**config.mk**
```make
export PLATFORM = sky130hd
export DESIGN_NAME = cp0_tlb_regs_flat
export DESIGN_NICKNAME = d
export VERILOG_FILES = /design/src/rtl/cp0_tlb_pkg.sv /design/src/rtl/cp0_tlb_regs_if.sv /design/src/rtl/cp0_random_counter.sv /design/src/rtl/cp0_tlb_regs.sv /design/src/flat_wrapper.sv
export SDC_FILE = /design/constraint.sdc
export NUM_CORES = 1
export LEC_CHECK = 0
export ABC_AREA = 1
export BUFFER_PORTS_ARGS = -buffer_cell sky130_fd_sc_hd__buf_2
export CAP_MARGIN = 10
export CORE_AREA = 5 5 175 177
export DETAILED_ROUTE_END_ITERATION = 10
export DIE_AREA = 0 0 180 182
export HOLD_SLACK_MARGIN = 0.1
export SETUP_SLACK_MARGIN = 0.05
export SLEW_MARGIN = 20
export SYNTH_ARGS = -nofsm -noshare
export SYNTH_HDL_FRONTEND = slang
export SYNTH_SLANG_ARGS = --single-unit
```
**constraint.sdc**
```tcl
create_clock -name clk -period 7 [get_ports clk]
set_input_delay 0.7 -clock clk [delete_from_list [all_inputs] [get_ports clk]]
set_output_delay 0.7 -clock clk [all_outputs]
set_load 0.02 [all_outputs]
```
**src/rtl/cp0_tlb_pkg.sv**
```systemverilog
// CP0 TLB register numbers, write masks and field positions.
// TLB_CONTEXT_EN adds the Context write mask and BadVPN2 field constants.
package cp0_tlb_pkg;

    localparam logic [4:0] REG_INDEX    = 5'd0;
    localparam logic [4:0] REG_RANDOM   = 5'd1;
    localparam logic [4:0] REG_ENTRYLO0 = 5'd2;
    localparam logic [4:0] REG_ENTRYLO1 = 5'd3;
    localparam logic [4:0] REG_CONTEXT  = 5'd4;
    localparam logic [4:0] REG_PAGEMASK = 5'd5;
    localparam logic [4:0] REG_WIRED    = 5'd6;
    localparam logic [4:0] REG_BADVADDR = 5'd8;
    localparam logic [4:0] REG_ENTRYHI  = 5'd10;

    localparam logic [31:0] ENTRYLO_MASK  = 32'h3FFF_FFFF;
    localparam logic [31:0] PAGEMASK_MASK = 32'h1FFF_E000;
    localparam logic [31:0] ENTRYHI_MASK  = 32'hFFFF_E0FF;
    localparam logic [31:0] INDEX_P_MASK  = 32'h8000_0000;

    localparam int unsigned INDEX_P_BIT = 31;
    localparam int unsigned VPN2_HI     = 31;
    localparam int unsigned VPN2_LO     = 13;
    localparam int unsigned ASID_HI     = 7;
    localparam int unsigned ASID_LO     = 0;

`ifdef TLB_CONTEXT_EN
    localparam logic [31:0] CONTEXT_MASK = 32'hFF80_0000;
    localparam int unsigned BADVPN2_HI   = 22;
    localparam int unsigned BADVPN2_LO   = 4;
`endif

endpackage

```
**src/rtl/cp0_tlb_regs_if.sv**
```systemverilog
// CP0 <-> MMU / commit-stage bundle for the TLB-management registers.
interface cp0_tlb_regs_if;

    logic        mtc0_we;
    logic [4:0]  mtc0_addr;
    logic [31:0] mtc0_wdata;
    logic [4:0]  mfc0_addr;
    logic [31:0] mfc0_rdata;
    logic        tlbp;
    logic        tlbr;
    logic [31:0] mmu_index;
    logic [31:0] mmu_pagemask;
    logic [31:0] mmu_entryhi;
    logic [31:0] mmu_entrylo0;
    logic [31:0] mmu_entrylo1;
    logic        exc_tlb;
    logic        exc_addr;
    logic [31:0] exc_vaddr;
    logic [31:0] pagemask;
    logic [31:0] entrylo0;
    logic [31:0] entrylo1;
    logic [31:0] entryhi;
    logic [31:0] index;
    logic [31:0] random;

    modport master (
        output mtc0_we, mtc0_addr, mtc0_wdata, mfc0_addr, tlbp, tlbr,
               mmu_index, mmu_pagemask, mmu_entryhi, mmu_entrylo0, mmu_entrylo1,
               exc_tlb, exc_addr, exc_vaddr,
        input  mfc0_rdata, pagemask, entrylo0, entrylo1, entryhi, index, random
    );

    modport slave (
        input  mtc0_we, mtc0_addr, mtc0_wdata, mfc0_addr, tlbp, tlbr,
               mmu_index, mmu_pagemask, mmu_entryhi, mmu_entrylo0, mmu_entrylo1,
               exc_tlb, exc_addr, exc_vaddr,
        output mfc0_rdata, pagemask, entrylo0, entrylo1, entryhi, index, random
    );

endinterface

```
**src/rtl/cp0_random_counter.sv**
```systemverilog
// Random down-counter: wraps to the top when it reaches Wired, reloads on a Wired write.
module cp0_random_counter #(
    parameter int unsigned TLB_LINE  = 32,
    parameter int unsigned TLB_WIDTH = $clog2(TLB_LINE)
) (
    input  logic                 clk,
    input  logic                 rst,
    input  logic                 wired_we_i,
    input  logic [TLB_WIDTH-1:0] wired_i,
    output logic [TLB_WIDTH-1:0] random_o
);

    localparam logic [TLB_WIDTH-1:0] RAND_TOP = TLB_WIDTH'(TLB_LINE - 1);

    logic [TLB_WIDTH-1:0] random_q;
    logic [TLB_WIDTH-1:0] random_d;

    // Wired at the top leaves no random slots, so the counter parks there.
    always_comb begin
        random_d = random_q - TLB_WIDTH'(1);
        if (wired_we_i || (wired_i >= RAND_TOP) || (random_q == wired_i)) begin
            random_d = RAND_TOP;
        end
    end

    always_ff @(posedge clk or posedge rst) begin
        if (rst) begin
            random_q <= RAND_TOP;
        end else begin
            random_q <= random_d;
        end
    end

    assign random_o = random_q;

endmodule

```
**src/rtl/cp0_tlb_regs.sv**
```systemverilog
// CP0 TLB-management register file feeding the MMU; MTC0/MFC0, TLBP/TLBR and exception capture.
// Define TLB_CONTEXT_EN to implement the Context register (reg 4); otherwise it reads 0.
module cp0_tlb_regs
    import cp0_tlb_pkg::*;
#(
    parameter int unsigned TLB_LINE  = 32,
    parameter int unsigned TLB_WIDTH = $clog2(TLB_LINE)
) (
    input  logic           clk,
    input  logic           rst,
    cp0_tlb_regs_if.slave  bus
);

    localparam logic [31:0] INDEX_MASK = 32'(TLB_LINE - 1);
    localparam logic [31:0] WIRED_MASK = 32'(TLB_LINE - 1);

    logic [31:0] index_q,    index_d;
    logic [31:0] entrylo0_q, entrylo0_d;
    logic [31:0] entrylo1_q, entrylo1_d;
    logic [31:0] pagemask_q, pagemask_d;
    logic [31:0] wired_q,    wired_d;
    logic [31:0] badvaddr_q, badvaddr_d;
    logic [31:0] entryhi_q,  entryhi_d;
    logic [31:0] context_q;
    logic [TLB_WIDTH-1:0] random_w;
    logic [31:0] rdata_c;

    logic wr_index, wr_lo0, wr_lo1, wr_pagemask, wr_wired, wr_entryhi;
    logic tlbp_only;

    assign wr_index    = bus.mtc0_we && (bus.mtc0_addr == REG_INDEX);
    assign wr_lo0      = bus.mtc0_we && (bus.mtc0_addr == REG_ENTRYLO0);
    assign wr_lo1      = bus.mtc0_we && (bus.mtc0_addr == REG_ENTRYLO1);
    assign wr_pagemask = bus.mtc0_we && (bus.mtc0_addr == REG_PAGEMASK);
    assign wr_wired    = bus.mtc0_we && (bus.mtc0_addr == REG_WIRED);
    assign wr_entryhi  = bus.mtc0_we && (bus.mtc0_addr == REG_ENTRYHI);

    // A TLBR on the same edge suppresses TLBP.
    assign tlbp_only = bus.tlbp && !bus.tlbr;

    // Next-state: exception over TLB op over MTC0, per register.
    always_comb begin
        index_d    = index_q;
        entrylo0_d = entrylo0_q;
        entrylo1_d = entrylo1_q;
        pagemask_d = pagemask_q;
        wired_d    = wired_q;
        badvaddr_d = badvaddr_q;
        entryhi_d  = entryhi_q;

        if (tlbp_only) begin
            index_d = bus.mmu_index[INDEX_P_BIT] ? INDEX_P_MASK : (bus.mmu_index & INDEX_MASK);
        end else if (wr_index) begin
            index_d = bus.mtc0_wdata & INDEX_MASK;
        end

        if (bus.tlbr) begin
            entrylo0_d = bus.mmu_entrylo0 & ENTRYLO_MASK;
            entrylo1_d = bus.mmu_entrylo1 & ENTRYLO_MASK;
            pagemask_d = bus.mmu_pagemask & PAGEMASK_MASK;
        end else begin
            if (wr_lo0)      entrylo0_d = bus.mtc0_wdata & ENTRYLO_MASK;
            if (wr_lo1)      entrylo1_d = bus.mtc0_wdata & ENTRYLO_MASK;
            if (wr_pagemask) pagemask_d = bus.mtc0_wdata & PAGEMASK_MASK;
        end

        if (wr_wired) begin
            wired_d = bus.mtc0_wdata & WIRED_MASK;
        end

        if (bus.exc_tlb || bus.exc_addr) begin
            badvaddr_d = bus.exc_vaddr;
        end

        if (bus.exc_tlb) begin
            entryhi_d = {bus.exc_vaddr[VPN2_HI:VPN2_LO], 5'b0, entryhi_q[ASID_HI:ASID_LO]};
        end else if (bus.tlbr) begin
            entryhi_d = bus.mmu_entryhi & ENTRYHI_MASK;
        end else if (wr_entryhi) begin
            entryhi_d = bus.mtc0_wdata & ENTRYHI_MASK;
        end
    end

    always_ff @(posedge clk or posedge rst) begin
        if (rst) begin
            index_q    <= '0;
            entrylo0_q <= '0;
            entrylo1_q <= '0;
            pagemask_q <= '0;
            wired_q    <= '0;
            badvaddr_q <= '0;
            entryhi_q  <= '0;
        end else begin
            index_q    <= index_d;
            entrylo0_q <= entrylo0_d;
            entrylo1_q <= entrylo1_d;
            pagemask_q <= pagemask_d;
            wired_q    <= wired_d;
            badvaddr_q <= badvaddr_d;
            entryhi_q  <= entryhi_d;
        end
    end

`ifdef TLB_CONTEXT_EN
    logic [31:0] context_d;
    logic        wr_context;

    assign wr_context = bus.mtc0_we && (bus.mtc0_addr == REG_CONTEXT);

    // BadVPN2 is hardware-owned; PTEBase is software-owned.
    always_comb begin
        context_d = context_q;
        if (bus.exc_tlb) begin
            context_d = {context_q[31:BADVPN2_HI+1], bus.exc_vaddr[VPN2_HI:VPN2_LO],
                         BADVPN2_LO'(0)};
        end else if (wr_context) begin
            context_d = (bus.mtc0_wdata & CONTEXT_MASK) | (context_q & ~CONTEXT_MASK);
        end
    end

    always_ff @(posedge clk or posedge rst) begin
        if (rst) begin
            context_q <= '0;
        end else begin
            context_q <= context_d;
        end
    end
`else
    assign context_q = '0;
`endif

    cp0_random_counter #(
        .TLB_LINE  (TLB_LINE),
        .TLB_WIDTH (TLB_WIDTH)
    ) u_random (
        .clk        (clk),
        .rst        (rst),
        .wired_we_i (wr_wired),
        .wired_i    (wired_q[TLB_WIDTH-1:0]),
        .random_o   (random_w)
    );

    always_comb begin
        rdata_c = '0;
        case (bus.mfc0_addr)
            REG_INDEX:    rdata_c = index_q;
            REG_RANDOM:   rdata_c = 32'(random_w);
            REG_ENTRYLO0: rdata_c = entrylo0_q;
            REG_ENTRYLO1: rdata_c = entrylo1_q;
            REG_CONTEXT:  rdata_c = context_q;
            REG_PAGEMASK: rdata_c = pagemask_q;
            REG_WIRED:    rdata_c = wired_q;
            REG_BADVADDR: rdata_c = badvaddr_q;
            REG_ENTRYHI:  rdata_c = entryhi_q;
            default:      rdata_c = '0;
        endcase
    end

    assign bus.mfc0_rdata = rdata_c;
    assign bus.index      = index_q;
    assign bus.random     = 32'(random_w);
    assign bus.entrylo0   = entrylo0_q;
    assign bus.entrylo1   = entrylo1_q;
    assign bus.pagemask   = pagemask_q;
    assign bus.entryhi    = entryhi_q;

    tlbp_tlbr_exclusive: assert property (@(posedge clk) disable iff (rst) !(bus.tlbp && bus.tlbr));

endmodule

```
**src/flat_wrapper.sv**
```systemverilog
// flat-port wrapper written by rule: the top's interface ports become plain ports
module cp0_tlb_regs_flat import cp0_tlb_pkg::*;
#(
    parameter int unsigned TLB_LINE  = 32,
    parameter int unsigned TLB_WIDTH = $clog2(TLB_LINE)
)
  (clk, rst, bus_mtc0_we, bus_mtc0_addr, bus_mtc0_wdata, bus_mfc0_addr, bus_tlbp, bus_tlbr, bus_mmu_index, bus_mmu_pagemask, bus_mmu_entryhi, bus_mmu_entrylo0, bus_mmu_entrylo1, bus_exc_tlb, bus_exc_addr, bus_exc_vaddr, bus_mfc0_rdata, bus_pagemask, bus_entrylo0, bus_entrylo1, bus_entryhi, bus_index, bus_random);
  cp0_tlb_regs_if bus_i ();
  input  logic clk;
  input  logic rst;
  input wire logic [$bits(bus_i.mtc0_we)-1:0] bus_mtc0_we;
  input wire logic [$bits(bus_i.mtc0_addr)-1:0] bus_mtc0_addr;
  input wire logic [$bits(bus_i.mtc0_wdata)-1:0] bus_mtc0_wdata;
  input wire logic [$bits(bus_i.mfc0_addr)-1:0] bus_mfc0_addr;
  input wire logic [$bits(bus_i.tlbp)-1:0] bus_tlbp;
  input wire logic [$bits(bus_i.tlbr)-1:0] bus_tlbr;
  input wire logic [$bits(bus_i.mmu_index)-1:0] bus_mmu_index;
  input wire logic [$bits(bus_i.mmu_pagemask)-1:0] bus_mmu_pagemask;
  input wire logic [$bits(bus_i.mmu_entryhi)-1:0] bus_mmu_entryhi;
  input wire logic [$bits(bus_i.mmu_entrylo0)-1:0] bus_mmu_entrylo0;
  input wire logic [$bits(bus_i.mmu_entrylo1)-1:0] bus_mmu_entrylo1;
  input wire logic [$bits(bus_i.exc_tlb)-1:0] bus_exc_tlb;
  input wire logic [$bits(bus_i.exc_addr)-1:0] bus_exc_addr;
  input wire logic [$bits(bus_i.exc_vaddr)-1:0] bus_exc_vaddr;
  output wire logic [$bits(bus_i.mfc0_rdata)-1:0] bus_mfc0_rdata;
  output wire logic [$bits(bus_i.pagemask)-1:0] bus_pagemask;
  output wire logic [$bits(bus_i.entrylo0)-1:0] bus_entrylo0;
  output wire logic [$bits(bus_i.entrylo1)-1:0] bus_entrylo1;
  output wire logic [$bits(bus_i.entryhi)-1:0] bus_entryhi;
  output wire logic [$bits(bus_i.index)-1:0] bus_index;
  output wire logic [$bits(bus_i.random)-1:0] bus_random;
  assign bus_i.mtc0_we = bus_mtc0_we;
  assign bus_i.mtc0_addr = bus_mtc0_addr;
  assign bus_i.mtc0_wdata = bus_mtc0_wdata;
  assign bus_i.mfc0_addr = bus_mfc0_addr;
  assign bus_i.tlbp = bus_tlbp;
  assign bus_i.tlbr = bus_tlbr;
  assign bus_i.mmu_index = bus_mmu_index;
  assign bus_i.mmu_pagemask = bus_mmu_pagemask;
  assign bus_i.mmu_entryhi = bus_mmu_entryhi;
  assign bus_i.mmu_entrylo0 = bus_mmu_entrylo0;
  assign bus_i.mmu_entrylo1 = bus_mmu_entrylo1;
  assign bus_i.exc_tlb = bus_exc_tlb;
  assign bus_i.exc_addr = bus_exc_addr;
  assign bus_i.exc_vaddr = bus_exc_vaddr;
  assign bus_mfc0_rdata = bus_i.mfc0_rdata;
  assign bus_pagemask = bus_i.pagemask;
  assign bus_entrylo0 = bus_i.entrylo0;
  assign bus_entrylo1 = bus_i.entrylo1;
  assign bus_entryhi = bus_i.entryhi;
  assign bus_index = bus_i.index;
  assign bus_random = bus_i.random;
  cp0_tlb_regs #(.TLB_LINE(TLB_LINE), .TLB_WIDTH(TLB_WIDTH)) u_core (.clk(clk), .rst(rst), .bus(bus_i));
endmodule
```
==> flow_summary_export.csv <==
group,metric,value,unit
clock_tree,cts_hold_buffers,0,
global_routing,grt_max_degree,92,
detailed_routing,drcViolationCount,0,
finish,num-nets-final,1900,
sta,final_hold_viol_count,0,
global_routing,antenna_found_initial,4,
yosys,synthDistinctLibCells,28,
setup_path,critPathMaxStageDelay,0.79,ns
power,p_leak,6.74,nW
sta,post-route-min-period,3.89,ns
clock_tree,clock_sinks,151,
detailed_routing,route.vias.total,10000,
power,p_per_area,233,nW/um^2
sta,finClkSkew,0.00225,ns
floorplan,io_pins,465,
clock_tree,cts_resized,0,
detailed_routing,avgRoutedWirePerCell,18.6,um
detailed_routing,antenna_left,0,
yosys,yosys_warnings,0,
setup_path,endpoint_kind,"primary output",
detailed_routing,drt-total-wl,38400,um
global_routing,groute.layer.met1.usage,0.322,
clock_tree,root_buffer,"clkbuf_16",
sta,fin_crit_sh,0.556,
global_routing,grt_use_met3,0.0443,
setup_path,endpoint,"bus_mfc0_rdata[23]",
global_routing,grt_usage,0.226,
setup_path,r2r_end,"u_core.u_random.random_o[4]$_DFF_PP1_",
setup_path,start_kind,"primary input",
setup_path,cpMaxStageDelayCell,"nor2_4",
sta,setup_violations,0,
finish,final_util,0.397,
floorplan,start_util,0.323,
yosys,yosys.area.top_type_share,0.389,
floorplan,die_h,182,um
finish,seqCellArea,3780,sq um
global_routing,grt_pass1_wl,58000,um
clock_tree,clk_latency,0.42,ns
setup_path,reg2reg_depth,7,
setup_path,cp.required,6.30,ns
yosys,synth_cells,1371,
finish,syn2layout_area_growth,22.9,%
worst_hold_path,hp-class,"in -> async",
detailed_routing,vias_per_cell,4.85,
clock_tree,cts_buffers,17,
floorplan,rows,63,
run_status,status,"finished clean",
sta,finalHoldWorstSlack,0.443,ns
sta,fmax,0.257,GHz
sta,setup_tns,0,ns
finish,fill_cells,3210,
clock_tree,cts_tree,"built",
sta,drv_slew,0,
detailed_routing,firstDrtPassIters,5,
yosys,syn_avg_cell_area,6.86,sq um
finish,final_cell_mix,"nand2_1 (588), buf_2 (334), dfrtp_1 (146)",
setup_path,r2r-start,"u_core.u_random.random_o[0]$_DFF_PP1_",
finish,mostFrequentLayoutCell,"nand2_1",
setup_path,cp_data_arrival_time,3.19,ns
global_routing,grt_pass1_vias,9513,
finish,drive_gt1_frac,0.251,
placed_design,io_buffers,335,
floorplan,fp.dieArea,32800,sq um
placed_design,place_inst,2029,
setup_path,path_common_cell,"buf_2",
run,drv_cap,0,
placed_design,post-dp-hpwl,28900,um
clock_tree,htreeDepth,4,
global_routing,grt_use_met2,0.354,
yosys,yosysTopAreaCell,"dfrtp_1",
global_routing,grt.busiest_layer,"met2",
floorplan,die_w,180,um
floorplan,core_area,29100,sq um
yosys,synthesis.area,9400,sq um
sta,worst_slew_pin_slew,1.04,ns
clock_tree,clk_transition_reported_paths,0.07,ns
clock_tree,clockBufferDepth,2,
finish,multi_input_area,4530,sq um
power,ir_drop,169,uV
setup_path,crit_start,"bus_mfc0_addr[3]",
yosys,yosys-top-cells-area,"dfrtp_1 (39%), nand2_1 (24%), buf_4 (6.7%), nand4_1 (5.9%), nand3_1 (4.5%)",
clock_tree,post_cts_buffers,0,
setup_path,path_class,"in -> out",
setup_path,cp_max_fo,38,
yosys,yosysSeqAreaShare,0.402,
power,p_total,2.69,mW
yosys,synth_seq_cells,151,
finish,layout.cells.non_filler,2066,
detailed_routing,drt_iter0_drc,865,
sta,max_slew_margin,0.304,
global_routing,grt.overflow.total,0,
sta,rsz0062_at_grt,"false",
setup_path,crit_chain,"buf_2, nor2_4, nand3_1, buf_4, o21ai_0, inv_1, nand2_1, buf_2",
placed_design,globalplace.congestion,0.957,
setup_path,r2r_slack,5.73,ns
stage by stage:
step,worst slack [ns],cell area [sq um]
final,3.11,11600
after detailed placement,3.21,11000
after floorplan,2.24,9690
after global placement,3.21,11000
after CTS,3.21,11500
after global routing,3.02,11600
area by class of cell:
type,instances,area share
multi-input cells,1030,0.392
flip-flops and latches,151,0.328
repair buffers,345,0.152
well taps,390,0.0422
inverters,113,0.0371
clock buffers,17,0.0368
clock inverters,15,0.0112
diodes,5,0.00108
kinds of logic (layout without fill, tap and decap cells):
logic type	Yosys count	in the layout	synth area share
buffers and inverters	267	490	0.149
DFF	151	151	0.402
adders and majority gates	1	1	0.00133
and+or+nand+nor	838	838	0.375
muxes	14	14	0.0168
other	1	83	0.000399
xor gates and xnor gates	3	3	0.00279
AOI/OAI and AO/OA	96	96	0.0524
worst min-delay path by stage:
stage	startpoint	end	slack (ns)	cells after the start
after global placement	u_core.badvaddr_q[27]$_DFFE_PP0P_	u_core.badvaddr_q[27]$_DFFE_PP0P_	0.47	2
after CTS	rst	u_core.bus.index[3]$_DFFE_PP0P_	0.48	2
final	rst	u_core.bus.index[3]$_DFFE_PP0P_	0.44	2
after floorplan	u_core.badvaddr_q[13]$_DFFE_PP0P_	u_core.badvaddr_q[13]$_DFFE_PP0P_	0.45	2
after global routing	bus_exc_vaddr[7]	u_core.badvaddr_q[7]$_DFFE_PP0P_	0.49	2
after detailed placement	u_core.badvaddr_q[13]$_DFFE_PP0P_	u_core.badvaddr_q[13]$_DFFE_PP0P_	0.47	2
per-layer routing:
layer | routed length, um | share of wire
met5 | 0 | 0
met3 | 2610 | 0.068
met4 | 803 | 0.021
met2 | 17700 | 0.46
met1 | 17400 | 0.45
state kept, by name (all words and copies together), names as in the netlist:
register                  flops
u_core.wired_q                5
u_core.bus.entryhi           27
u_core.bus.pagemask          16
u_core.u_random.random_o      5
u_core.bus.index              6
u_core.bus.entrylo0          30
u_core.badvaddr_q            32
u_core.bus.entrylo1          30
cell usage after synthesis:
cell	count
xor2_1	1
nor3_1	1
nor2_2	6
nand3_1	85
buf_6	2
o211ai_1	5
inv_2	4
nand3_4	1
a21oi_1	3
xnor2_1	2
mux2_2	14
nand2_2	4
nand2_1	589
o21ai_1	11
nand4_2	1
dfrtp_1	146
buf_4	84
dfstp_2	5
nor2_4	1
o21ai_0	77
conb_1	1
buf_2	52
nand4_1	88
inv_1	109
nor2_1	62
ha_1	1
buf_1	1
clkbuf_1	15
worst max-delay path: cells and delay by family:
family                 cells  cell delay [ns]
AO/OA/AOI/OAI              1             0.45
buffers and inverters      4             0.72
AND/OR/NAND/NOR            3             1.30
power by group:
| part | leakage, nW | switching [mW] | internal (mW) |
|---|---|---|---|
| sequential | 1.84 | 0.103 | 0.991 |
| clock | 0.272 | 0.432 | 0.470 |
| combinational | 4.62 | 0.481 | 0.215 |
Note: power is estimated with default switching activity, not from simulation.
